==> src/rtl/mem_port_sequencer.sv <==
// Per-port request sequencer in front of one port of the dual-port memory.
// Client requests are queued in a small circular FIFO, issued one at a time
// on the memory valid/ready handshake, and answered in order with exactly one
// response per request (read data or a write acknowledge).
//
// state      | meaning
// -----------+------------------------------------------------------------
// ST_IDLE    | nothing outstanding; pop the FIFO head as soon as one exists
// ST_ISSUE   | mem_valid held with stable mem_* fields until mem_ready
// ST_WAIT_RD | read accepted; capture mem_rd_data this cycle
// ST_RESP    | rsp_valid held with stable rsp_* fields until rsp_ready
module mem_port_sequencer #(
    parameter int DATA_W = 32,
    parameter int ADDR_W = 8,
    parameter int DEPTH  = 4
) (
    input  logic                     clk,
    input  logic                     rst,
    input  logic                     req_valid,
    output logic                     req_ready,
    input  logic                     req_we,
    input  logic [ADDR_W-1:0]        req_addr,
    input  logic [DATA_W-1:0]        req_wdata,
    output logic                     mem_valid,
    input  logic                     mem_ready,
    output logic                     mem_op,
    output logic [ADDR_W-1:0]        mem_addr,
    output logic [DATA_W-1:0]        mem_wr_data,
    input  logic [DATA_W-1:0]        mem_rd_data,
    output logic                     rsp_valid,
    input  logic                     rsp_ready,
    output logic                     rsp_we,
    output logic [DATA_W-1:0]        rsp_rdata,
    output logic [$clog2(DEPTH):0]   fifo_count
);

    localparam int PTR_W = $clog2(DEPTH);
    localparam logic [PTR_W:0] PTR_ONE    = (PTR_W+1)'(1);
    localparam logic [PTR_W:0] FULL_COUNT = (PTR_W+1)'(DEPTH);

    typedef enum logic [1:0] {
        ST_IDLE,
        ST_ISSUE,
        ST_WAIT_RD,
        ST_RESP
    } state_t;

    state_t state;

    // Pointers carry one extra wrap bit so full and empty are distinguishable.
    logic [PTR_W:0]      wr_ptr;
    logic [PTR_W:0]      rd_ptr;
    logic [PTR_W:0]      occupancy;
    logic                out_of_reset;
    logic                fifo_full;
    logic                fifo_empty;
    logic                push;
    logic                pop;
    logic [PTR_W-1:0]    head_idx;

    logic                fifo_we    [DEPTH];
    logic [ADDR_W-1:0]   fifo_addr  [DEPTH];
    logic [DATA_W-1:0]   fifo_wdata [DEPTH];

    assign occupancy  = wr_ptr - rd_ptr;
    assign fifo_count = occupancy;
    assign fifo_full  = (occupancy == FULL_COUNT);
    assign fifo_empty = (wr_ptr == rd_ptr);
    assign head_idx   = rd_ptr[PTR_W-1:0];

    // out_of_reset keeps req_ready low while rst is held, using only flops.
    assign req_ready = out_of_reset && !fifo_full;
    assign push      = req_valid && req_ready;
    assign pop       = !fifo_empty &&
                       ((state == ST_IDLE) || ((state == ST_RESP) && rsp_ready));

    // Pointer and reset-status bookkeeping for the request FIFO.
    always_ff @(posedge clk) begin
        if (rst) begin
            wr_ptr       <= '0;
            rd_ptr       <= '0;
            out_of_reset <= 1'b0;
        end else begin
            out_of_reset <= 1'b1;
            if (push) begin
                wr_ptr <= wr_ptr + PTR_ONE;
            end
            if (pop) begin
                rd_ptr <= rd_ptr + PTR_ONE;
            end
        end
    end

    // FIFO storage; contents need no reset because the pointers gate them.
    always_ff @(posedge clk) begin
        if (push) begin
            fifo_we[wr_ptr[PTR_W-1:0]]    <= req_we;
            fifo_addr[wr_ptr[PTR_W-1:0]]  <= req_addr;
            fifo_wdata[wr_ptr[PTR_W-1:0]] <= req_wdata;
        end
    end

    // Issue/response sequencing with registered memory and response outputs.
    always_ff @(posedge clk) begin
        if (rst) begin
            state       <= ST_IDLE;
            mem_valid   <= 1'b0;
            mem_op      <= 1'b0;
            mem_addr    <= '0;
            mem_wr_data <= '0;
            rsp_valid   <= 1'b0;
            rsp_we      <= 1'b0;
            rsp_rdata   <= '0;
        end else begin
            case (state)
                ST_IDLE: begin
                    if (!fifo_empty) begin
                        mem_valid   <= 1'b1;
                        mem_op      <= fifo_we[head_idx];
                        mem_addr    <= fifo_addr[head_idx];
                        mem_wr_data <= fifo_wdata[head_idx];
                        state       <= ST_ISSUE;
                    end
                end
                ST_ISSUE: begin
                    if (mem_ready) begin
                        mem_valid <= 1'b0;
                        if (mem_op) begin
                            // Writes need no data back, so acknowledge at once.
                            rsp_valid <= 1'b1;
                            rsp_we    <= 1'b1;
                            rsp_rdata <= '0;
                            state     <= ST_RESP;
                        end else begin
                            state <= ST_WAIT_RD;
                        end
                    end
                end
                ST_WAIT_RD: begin
                    rsp_valid <= 1'b1;
                    rsp_we    <= 1'b0;
                    rsp_rdata <= mem_rd_data;
                    state     <= ST_RESP;
                end
                ST_RESP: begin
                    if (rsp_ready) begin
                        rsp_valid <= 1'b0;
                        if (!fifo_empty) begin
                            mem_valid   <= 1'b1;
                            mem_op      <= fifo_we[head_idx];
                            mem_addr    <= fifo_addr[head_idx];
                            mem_wr_data <= fifo_wdata[head_idx];
                            state       <= ST_ISSUE;
                        end else begin
                            state <= ST_IDLE;
                        end
                    end
                end
                default: begin
                    state <= ST_IDLE;
                end
            endcase
        end
    end

endmodule

==> config.mk <==
export PLATFORM = sky130hd
export DESIGN_NAME = mem_port_sequencer
export DESIGN_NICKNAME = d
export VERILOG_FILES = /design/src/rtl/mem_port_sequencer.sv
export SDC_FILE = /design/constraint.sdc
export NUM_CORES = 1
export LEC_CHECK = 0
export ABC_AREA = 0
export BUFFER_PORTS_ARGS = -buffer_cell sky130_fd_sc_hd__buf_2
export CAP_MARGIN = 30
export CORE_ASPECT_RATIO = 1.25
export CORE_MARGIN = 8
export CORE_UTILIZATION = 37
export DETAILED_ROUTE_END_ITERATION = 10
export PLACE_DENSITY_LB_ADDON = 0.1
export SYNTH_ARGS = -nofsm -noshare
export SYNTH_HDL_FRONTEND = slang
export SYNTH_SLANG_ARGS = --single-unit
export TNS_END_PERCENT = 1
==> constraint.sdc <==
create_clock -name clk -period 2.9 [get_ports clk]
set_clock_uncertainty 0.15 [all_clocks]
set_input_delay 0.58 -clock clk [delete_from_list [all_inputs] [get_ports clk]]
set_output_delay 0.58 -clock clk [all_outputs]
set_load 0.01 [all_outputs]
==> flow_summary.ini, run 1 <==
[run_status]
outcome = finished clean

[critical_path]
path_max_fanout = 3
crit_required_ns = 2.17
critPathArrivalTime_ns = 2.07
r2r-start = wr_ptr[0]
startpoint = wr_ptr[0]
worst-r2r-setup-slack_ns = 0.40
critical_path_class = reg2out
start_kind = register
setup.worst_path.end_class = output pin

[synth]
syn_inst = 633
yosys_warnings = 0
synthArstFlopShare_pct = 0
avgSynthCellArea_um2 = 14.7
synthesis.nets = 725
ys.flop_type = edfxtp_1
netlist_area_mm2 = 0.00933
yosysUniqueCellTypes = 33
synth_edf_count = 164
ys_ff_latch = 251
seq_area_frac_synth_pct = 71.5

[layout]
seqCellArea_mm2 = 0.00667
syn_to_final_growth_pct = 23.4
nFillCells = 2307
antenna_cells = 0
fin_nets = 895
utilization_pct = 46.0
multi_input_area_mm2 = 0.00249
drive_gt1_share_pct = 34.0

[sta]
rsz0062_at_grt = no
fin_crit_sh_pct = 96.5
hold_viol_final = 0
setup_tns_ns = 0
tightest_slew_ns = 0.830
slew_viol_final = 0
slew_headroom_pct = 44.6
period_minus_slack_ns = 2.80
hold_ws_ns = 0.129
setup_violations = 0
max_freq_mhz = 357

[floorplan]
placementRows = 65
fp.dieH_um = 194
die_area_mm2 = 0.0306
core_area_mm2 = 0.0250
pin_count = 158
initial_core_util_pct = 37.2
die_w_um = 158

[cts]
numCtsBuffers = 26
clock_tree.root_cell = clkbuf_16
ctsLongestPathBuffers = 3
cts_sinks = 251
postCtsHoldBufs = 0
path_clk_slew_ns = 0.06
cts_tree = yes
htreeDepth = 1
insertion_delay_ns = 0.52

[power]
power_leakage_nw = 4.18
clkPwrFrac_pct = 30.7
p_per_area_mw_per_mm2 = 914
p_seq_share_pct = 42.8
intPower_mw = 7.30
switching_share_pct = 30.6
combPwrFrac_pct = 26.5
vdd_drop_max_uv = 521
switchingPower_mw = 3.21

[hold_path]
timing.hold.worst.start = req_wdata[20]
hp-class = in2reg

[global_routing]
grt_max_degree = 53
gr-total-overflow = 0
grt_antenna_before_repair = 0
grt_pass1_vias = 5963
grt_pass1_wl_um = 32300
grt.total_usage_pct = 13.3

[routing]
ant_nets = 0
drc = 0
via_per_inst = 4.90
drt_pass1_iterations = 5
wl_per_cell_um = 18.0
vias = 5669
drt_iter0_markers = 320
drt-total-wl_um = 20800

[placement]
port_buffers = 157
hpwl_um = 14000
gp_congestion = 0.794

[job]
max_cap_viol_count = 0
## cell families after synthesis
| family | Yosys count | synth area share, % |
|---|---|---|
| xor gates and xnor gates | 5 | 0.630 |
| buffers and inverters | 52 | 2.29 |
| DFF | 251 | 71.5 |
| muxes | 46 | 10.4 |
| AOI/OAI and AO/OA | 92 | 5.39 |
| and+or+nand+nor | 173 | 7.82 |
| adders and majority gates | 14 | 1.96 |
## metal layers
| layer | up-vias | share of wire, % | GRT usage [%] |
|---|---|---|---|
| met5 | - | 0 | 0 |
| met1 | 2820 | 42 | 16.1 |
| met3 | 30 | 7.6 | 2.88 |
| met4 | 0 | 1.8 | 3.22 |
| met2 | 164 | 49 | 23.5 |
| li1 | 2655 | - | - |
## worst max-delay path, cell delays in order, from the launching register on
cell and delay (ns):
dfxtp_2 0.34, inv_2 0.05, ha_2 0.19, fa_2 0.61
nand2_4 0.07, nor2_4 0.11, nor2b_2 0.05, buf_2 0.14
## cell type report
class                   count  area share (%)
clock buffers              32            6.12
clock inverters            16            1.20
inverters                  13           0.424
multi-input cells         330            21.6
flip-flops and latches    251            58.0
well taps                 335            3.64
repair buffers            181            9.02
## power groups by stage
stage          clock [mW]  sequential, mW  combinational [mW]
2_1_floorplan           0            4.57                1.77
3_3_place_gp            0            4.58                2.75
3_5_place_dp            0            4.60                2.78
4_1_cts              3.33            4.52                2.81
5_1_grt              3.46            4.57                3.07
6_report             3.23            4.51                2.79
## placed cells by master (no fill, tap or decap), types with 2 or more instances in the layout
cell / netlist / layout
dfxtp_2: 0 / 2
buf_12: 0 / 5
mux2i_1: 4 / 4
ha_1: 13 / 12
bufinv_16: 0 / 2
o21ai_0: 2 / 2
a21oi_1: 79 / 79
clkbuf_1: 18 / 4
buf_2: 15 / 156
and2_1: 6 / 3
dfxtp_1: 87 / 84
nand2_1: 116 / 115
and2_2: 0 / 3
buf_4: 0 / 19
nand3_1: 33 / 33
nor2_1: 9 / 8
xnor2_1: 4 / 4
inv_1: 13 / 12
edfxtp_1: 164 / 164
mux4_2: 41 / 41
a211oi_1: 3 / 3
nor2b_1: 5 / 4
clkbuf_16: 0 / 27
clkinv_2: 0 / 6
nor2_4: 0 / 2
clkinv_1: 0 / 5
## path summary, 6_finish.rpt
check             cells past startpoint                end
setup / recovery                      7          req_ready
hold / removal                        1  fifo_wdata[0][20]
setup reg to reg                      8  fifo_wdata[1][28]
hold reg to reg                       2    mem_wr_data[24]
## stage by stage
stage	worst slack (ns)	instances	instance area (µm²)	total power [mW]
floorplan	-0.159	633	9330	6.34
global placement	0.318	1106	10600	7.32
detailed placement	0.197	1107	10600	7.37
CTS	0.0249	1157	11500	10.7
global route	0.0189	1158	11500	11.1
finish	0.101	1158	11500	10.5
## cell usage after synthesis (2+ instances only)
library cell  count  area, µm²
clkbuf_1         18       67.6
mux2i_1           4       40.0
buf_1             6       22.5
o21ai_0           2       10.0
mux4_2           41        923
edfxtp_1        164       4920
nand2_1         116        435
ha_1             13        163
dfxtp_1          87       1740
a211oi_1          3       22.5
buf_2            15       75.1
a21oi_1          79        395
nand3_1          33        165
inv_1            13       48.8
and2_1            6       37.5
xnor2_1           4       35.0
nor2b_1           5       31.3
nor2_1            9       33.8
## flip-flops by register name (all words and copies together), names as in the netlist, named ones only
name and cells:
mem_wr_data 32, wr_ptr 3, state 2, mem_op 1, fifo_wdata 128, mem_valid 1
rsp_we 1, rsp_rdata 32, fifo_we 4, fifo_addr 32, rd_ptr 3, rsp_valid 1
out_of_reset 1, mem_addr 8
## timing repair
| item | in CTS | in global routing |
|---|---|---|
| endpoints found under the setup margin | 1 | 1 |
| gates resized for setup | 2 | 7 |
| pin swaps | 0 | 2 |
| setup buffers | 2 | 1 |
Power figures use the tool's default switching activity.
==> run 2: changes to the inputs <==
ABC_AREA = default   (was 0)
CORE_MARGIN = default   (was 8)
SETUP_SLACK_MARGIN = 0.3   (was default)
==> run 2 against run 1 <==
Power grew 0.88%. Largest cell class unchanged. Core utilization is 1.0 points higher. Non-clock buffer count up 2. Final cell count is essentially flat. Sequential cell count did not move. Worst setup slack improved by 0.078 ns. Worst hold slack worse by 0.0058 ns. Critical path type unchanged. Sequential share of layout area shrank 0.12 points. Critical endpoint unchanged. Routed wire length down 6.3%. Global-route usage is 1.8 points higher.
==> flow_summary.ini, run 2 (synthesis gave the netlist of run 1 again) <==
[run_status]
outcome = finished clean

[global_routing]
grt.total_usage_pct = 15.1
gr-total-overflow = 0
grt_max_degree = 43
grt_pass1_wl_um = 30000
grt_antenna_before_repair = 0
grt_pass1_vias = 5710

[cts]
ctsLongestPathBuffers = 3
numCtsBuffers = 26
cts_tree = yes
cts_sinks = 251
clock_tree.root_cell = clkbuf_16
htreeDepth = 1
path_clk_slew_ns = 0.06
insertion_delay_ns = 0.52
postCtsHoldBufs = 0

[critical_path]
crit_chain = inv_4 > ha_4 > fa_2 > xnor3_2 > nor2_4 > nor2b_1 > buf_2
worstRegToRegCells = 10
critPathArrivalTime_ns = 1.99
path_max_fanout = 3
crit_family = adder cells
crit_buf_inv = 2
critical_path_class = reg2out
cp_num_cells = 7
critPathMaxStageDelay_ns = 0.36
crit_required_ns = 2.17
start_kind = register
setup.worst_path.end_class = output pin
cp_slowest_cell = dfxtp_4

[sta]
fin_crit_sh_pct = 93.8
setup_violations = 0
hold_ws_ns = 0.124
rsz0062_at_grt = yes
max_freq_mhz = 367
final_critical_path_setup_slack_ns = 0.178
slew_headroom_pct = 59.1
hold_viol_final = 0
setup_tns_ns = 0
slew_viol_final = 0
period_minus_slack_ns = 2.72
tightest_slew_ns = 0.609

[hold_path]
whs_path_depth = 1
hp-class = in2reg

[floorplan]
die_area_mm2 = 0.0259
fp.dieH_um = 180
placementRows = 64
die_w_um = 144
initial_core_util_pct = 37.9
pin_count = 158
core_area_mm2 = 0.0246

[routing]
ant_nets = 0
wl_per_cell_um = 16.9
via_per_inst = 4.82
drc = 0
vias = 5575
drt_iter0_markers = 196
drt_pass1_iterations = 5
drt-total-wl_um = 19500

[placement]
port_buffers = 157
dp_slack_ns = 0.382
gp_congestion = 0.765
hpwl_um = 12300

[layout]
mostFrequentLayoutCells = 164 x edfxtp_1, 156 x buf_2, 115 x nand2_1
nFillCells = 2245
syn_to_final_growth_pct = 23.8
drive_gt1_share_pct = 34.2
fin_nets = 897
layout_commonest_cell = edfxtp_1
largest_reg_flops = 128

[job]
max_cap_viol_count = 0

[power]
p_per_area_mw_per_mm2 = 919
power_leakage_nw = 4.19
vdd_drop_max_uv = 454
[run 2: path summary, 6_finish.rpt]
check	startpoint	endpoint	slack, ns
setup / recovery	wr_ptr[0]	req_ready	0.18
hold reg to reg	rsp_rdata[22]	rsp_rdata[22]	0.30
setup reg to reg	wr_ptr[0]	fifo_wdata[0][24]	0.31
hold / removal	req_wdata[9]	fifo_wdata[3][9]	0.12
[run 2: metal layers]
metal  wire length, µm  vias to the layer above  GRT usage (%)
met5                 0                        -              0
met1              8270                     2709           18.7
li1                  -                     2670              -
met4               335                        0           4.26
met2              9680                      169           26.5
met3              1240                       27           2.85
[run 2: final cells by class]
class                           count  area, µm²  area share [%]
Antenna cell                        2       5.00          0.0433
Inverter                           13       51.3           0.444
Clock buffer                       37        733            6.35
Tap cell                          330        413            3.58
Timing Repair Buffer              183       1050            9.12
Multi-Input combinational cell    330       2500            21.7
Sequential cell                   251       6680            57.8
Clock inverter                     11        109           0.943
[run 2: what timing repair did]
item | 4_1_cts | 5_1_grt
resized for setup | 10 | 1
setup buffers | 6 | 3
pin swaps | 3 | 2
endpoints found under the setup margin | 3 | 20
[run 2: metrics by stage]
step	util, %	power, mW	cell area (µm²)	instances
2_1_floorplan	-	6.34	9340	633
3_3_place_gp	43.0	7.32	10600	1097
3_5_place_dp	43.1	7.38	10600	1098
4_1_cts	46.8	10.8	11500	1152
5_1_grt	47.0	11.2	11500	1155
6_report	47.0	10.6	11500	1157
[run 2: power breakdown]
part | internal, mW | total [mW] | switching (mW)
combinational | 1.25 | 2.89 | 1.64
clock | 1.94 | 3.23 | 1.30
sequential | 4.22 | 4.49 | 0.266
total | 7.41 | 10.6 | 3.20
==> run 3: changes to the inputs <==
ABC_AREA = 1   (was default)
==> run 3 against run 2 <==
Critical path depth grew 2. Area after synthesis grew 6.9%. Largest power group unchanged. Critical endpoint unchanged. Die area grew 6.8%. Combinational power grew 21%. Clock power shrank 2%.
==> flow_summary.ini, run 3 <==
[run_status]
outcome = finished clean

[global_routing]
grt.total_usage_pct = 17.5
grt_pass1_wl_um = 37900
grt_pass1_vias = 6918
grt_max_degree = 83
gr-total-overflow = 0
grt_antenna_before_repair = 1

[routing]
drc = 0
drt_iter0_markers = 290
via_per_inst = 4.98
wl_per_cell_um = 17.2
drt-total-wl_um = 24200
vias = 6985
drt_pass1_iterations = 4
ant_nets = 0

[power]
power_leakage_nw = 4.57
p_per_area_mw_per_mm2 = 941
vdd_drop_max_uv = 550

[synth]
synth_top_cells_by_count = 210 x nor2_1, 164 x edfxtp_1, 112 x o21ai_0
synth_edf_count = 164
seq_area_frac_synth_pct = 66.8
ys_ff_latch = 251
syn_inst = 896
yosysTopAreaCellShare_pct = 49.4
yosys_warnings = 0
synthArstFlopShare_pct = 0
synthesis.nets = 988
yosysMostFrequentCell = nor2_1
avgSynthCellArea_um2 = 11.1
netlist_area_mm2 = 0.00998
ys.flop_type = edfxtp_1
yosysUniqueCellTypes = 32
synth_top_area_cell = edfxtp_1
ys_top_cells_by_area = edfxtp_1 49%, dfxtp_1 17%, nor2_1 7.9%

[sta]
rsz0062_at_grt = yes
setup_tns_ns = 0
hold_viol_final = 0
max_freq_mhz = 365
final_critical_path_setup_slack_ns = 0.162
tightest_slew_ns = 0.871
fin_crit_sh_pct = 94.4
slew_viol_final = 0
period_minus_slack_ns = 2.74
slew_headroom_pct = 41.7
setup_violations = 0

[job]
max_cap_viol_count = 0

[layout]
mostFrequentLayoutCells = 207 x nor2_1, 164 x edfxtp_1, 156 x buf_2
largest_reg_flops = 128
antenna_cells = 0
layout_commonest_cell = nor2_1
fin_nets = 1135
drive_gt1_share_pct = 26.2
syn_to_final_growth_pct = 20.2

[cts]
numCtsBuffers = 26
cts_sinks = 251
cts_tree = yes
htreeDepth = 1
ctsLongestPathBuffers = 3
clock_tree.root_cell = clkbuf_16
insertion_delay_ns = 0.52
path_clk_slew_ns = 0.06

[placement]
gp_congestion = 0.732
dp_slack_ns = 0.332
hpwl_um = 14300
port_buffers = 157

[critical_path]
crit_required_ns = 2.17
startpoint = wr_ptr[0]
setup.worst_path.end_class = output pin
critPathArrivalTime_ns = 2.01
path_max_fanout = 2
r2r-start = wr_ptr[0]
endpoint = req_ready
worst-r2r-setup-slack_ns = 0.23
critical_path_class = reg2out
start_kind = register
worstRegToRegCells = 10
reg2reg_to = fifo_wdata[0][27]

[floorplan]
pin_count = 158
die_area_mm2 = 0.0276
placementRows = 66
initial_core_util_pct = 38.0
core_area_mm2 = 0.0263
fp.dieH_um = 186
die_w_um = 149

[hold_path]
hp-class = in2reg
==> run 3: changes by cell type in the layout (fill, tap and decap cells not counted), sizes merged, moves of 4 or more <==
cell / change
mux4: -41
inv: +18
nor2b: -5
xnor2: -4
and2: -5
nor2: +200
mux2i: -4
a31oi: +41
nand3: -23
nand2: -86
o21ai: +195
a211oi: -4
a21oi: -40
==> run 3: worst min path at each step <==
stage,from,endpoint,slack [ns],cells after the start
final,req_wdata[6],fifo_wdata[0][6],0.12,1
after global routing,req_wdata[5],fifo_wdata[0][5],0.11,1
after CTS,req_wdata[6],fifo_wdata[0][6],0.1,1
after detailed placement,rsp_we,rsp_we,0.31,2
after global placement,rsp_we,rsp_we,0.30,2
after floorplan,rsp_we,rsp_we,0.33,2
==> run 3: worst max-delay path, cell delays in order (launching register included) <==
cell,delay (ns)
dfxtp_2,0.35
inv_4,0.04
ha_4,0.15
fa_2,0.53
nand2_1,0.06
inv_2,0.06
nand3_4,0.06
nand2_2,0.07
inv_2,0.04
buf_6,0.11
==> run 3: report_power, final <==
part / internal [mW] / switching (mW)
clock network: 1.83 / 1.34
registers: 4.37 / 0.264
logic: 1.23 / 2.25
total: 7.44 / 3.85
==> run 3: timing repair <==
item / CTS / global route
buffers inserted: 4 / 0
endpoints found under the setup margin: 2 / 166
gates resized for setup: 10 / 1
hold buffers: 0 / 0
pin swaps: 3 / 0
==> run 3: layer usage <==
layer  global-route usage [%]  part of all wire (%)
met1                     21.8                    44
met2                     31.2                    49
met3                     3.33                   5.7
met4                     4.29                   1.4
met5                        0                 0.054
==> run 3: cells by family after synthesis <==
| kind of cell | count (synthesis) | synth area share, % |
|---|---|---|
| AOI/OAI and AO/OA | 280 | 15.8 |
| and+or+nand+nor | 259 | 10.6 |
| DFF | 251 | 66.8 |
| buffers and inverters | 92 | 4.95 |
| adders and majority gates | 14 | 1.83 |
==> run 3: final cells by class <==
type                       count  area, µm²
clock buffer                  39        771
clock inverter                 9       47.5
fill                        2497      14300
inverter                      31        125
multi-input combinational    553       2880
sequential                   251       6670
tap                          340        425
timing repair buffer         180       1080
==> run 3: through the flow <==
| stage | utilization, % | std cells | cell area (µm²) | hold WS (ns) | power, mW |
|---|---|---|---|---|---|
| 2_1_floorplan | - | 896 | 10000 | 0.327 | 7.12 |
| 3_3_place_gp | 42.3 | 1351 | 11100 | 0.297 | 8.15 |
| 3_5_place_dp | 42.3 | 1351 | 11100 | 0.307 | 8.18 |
| 4_1_cts | 45.7 | 1403 | 12000 | 0.0952 | 11.4 |
| 5_1_grt | 45.7 | 1403 | 12000 | 0.107 | 12.0 |
| 6_report | 45.7 | 1403 | 12000 | 0.122 | 11.3 |
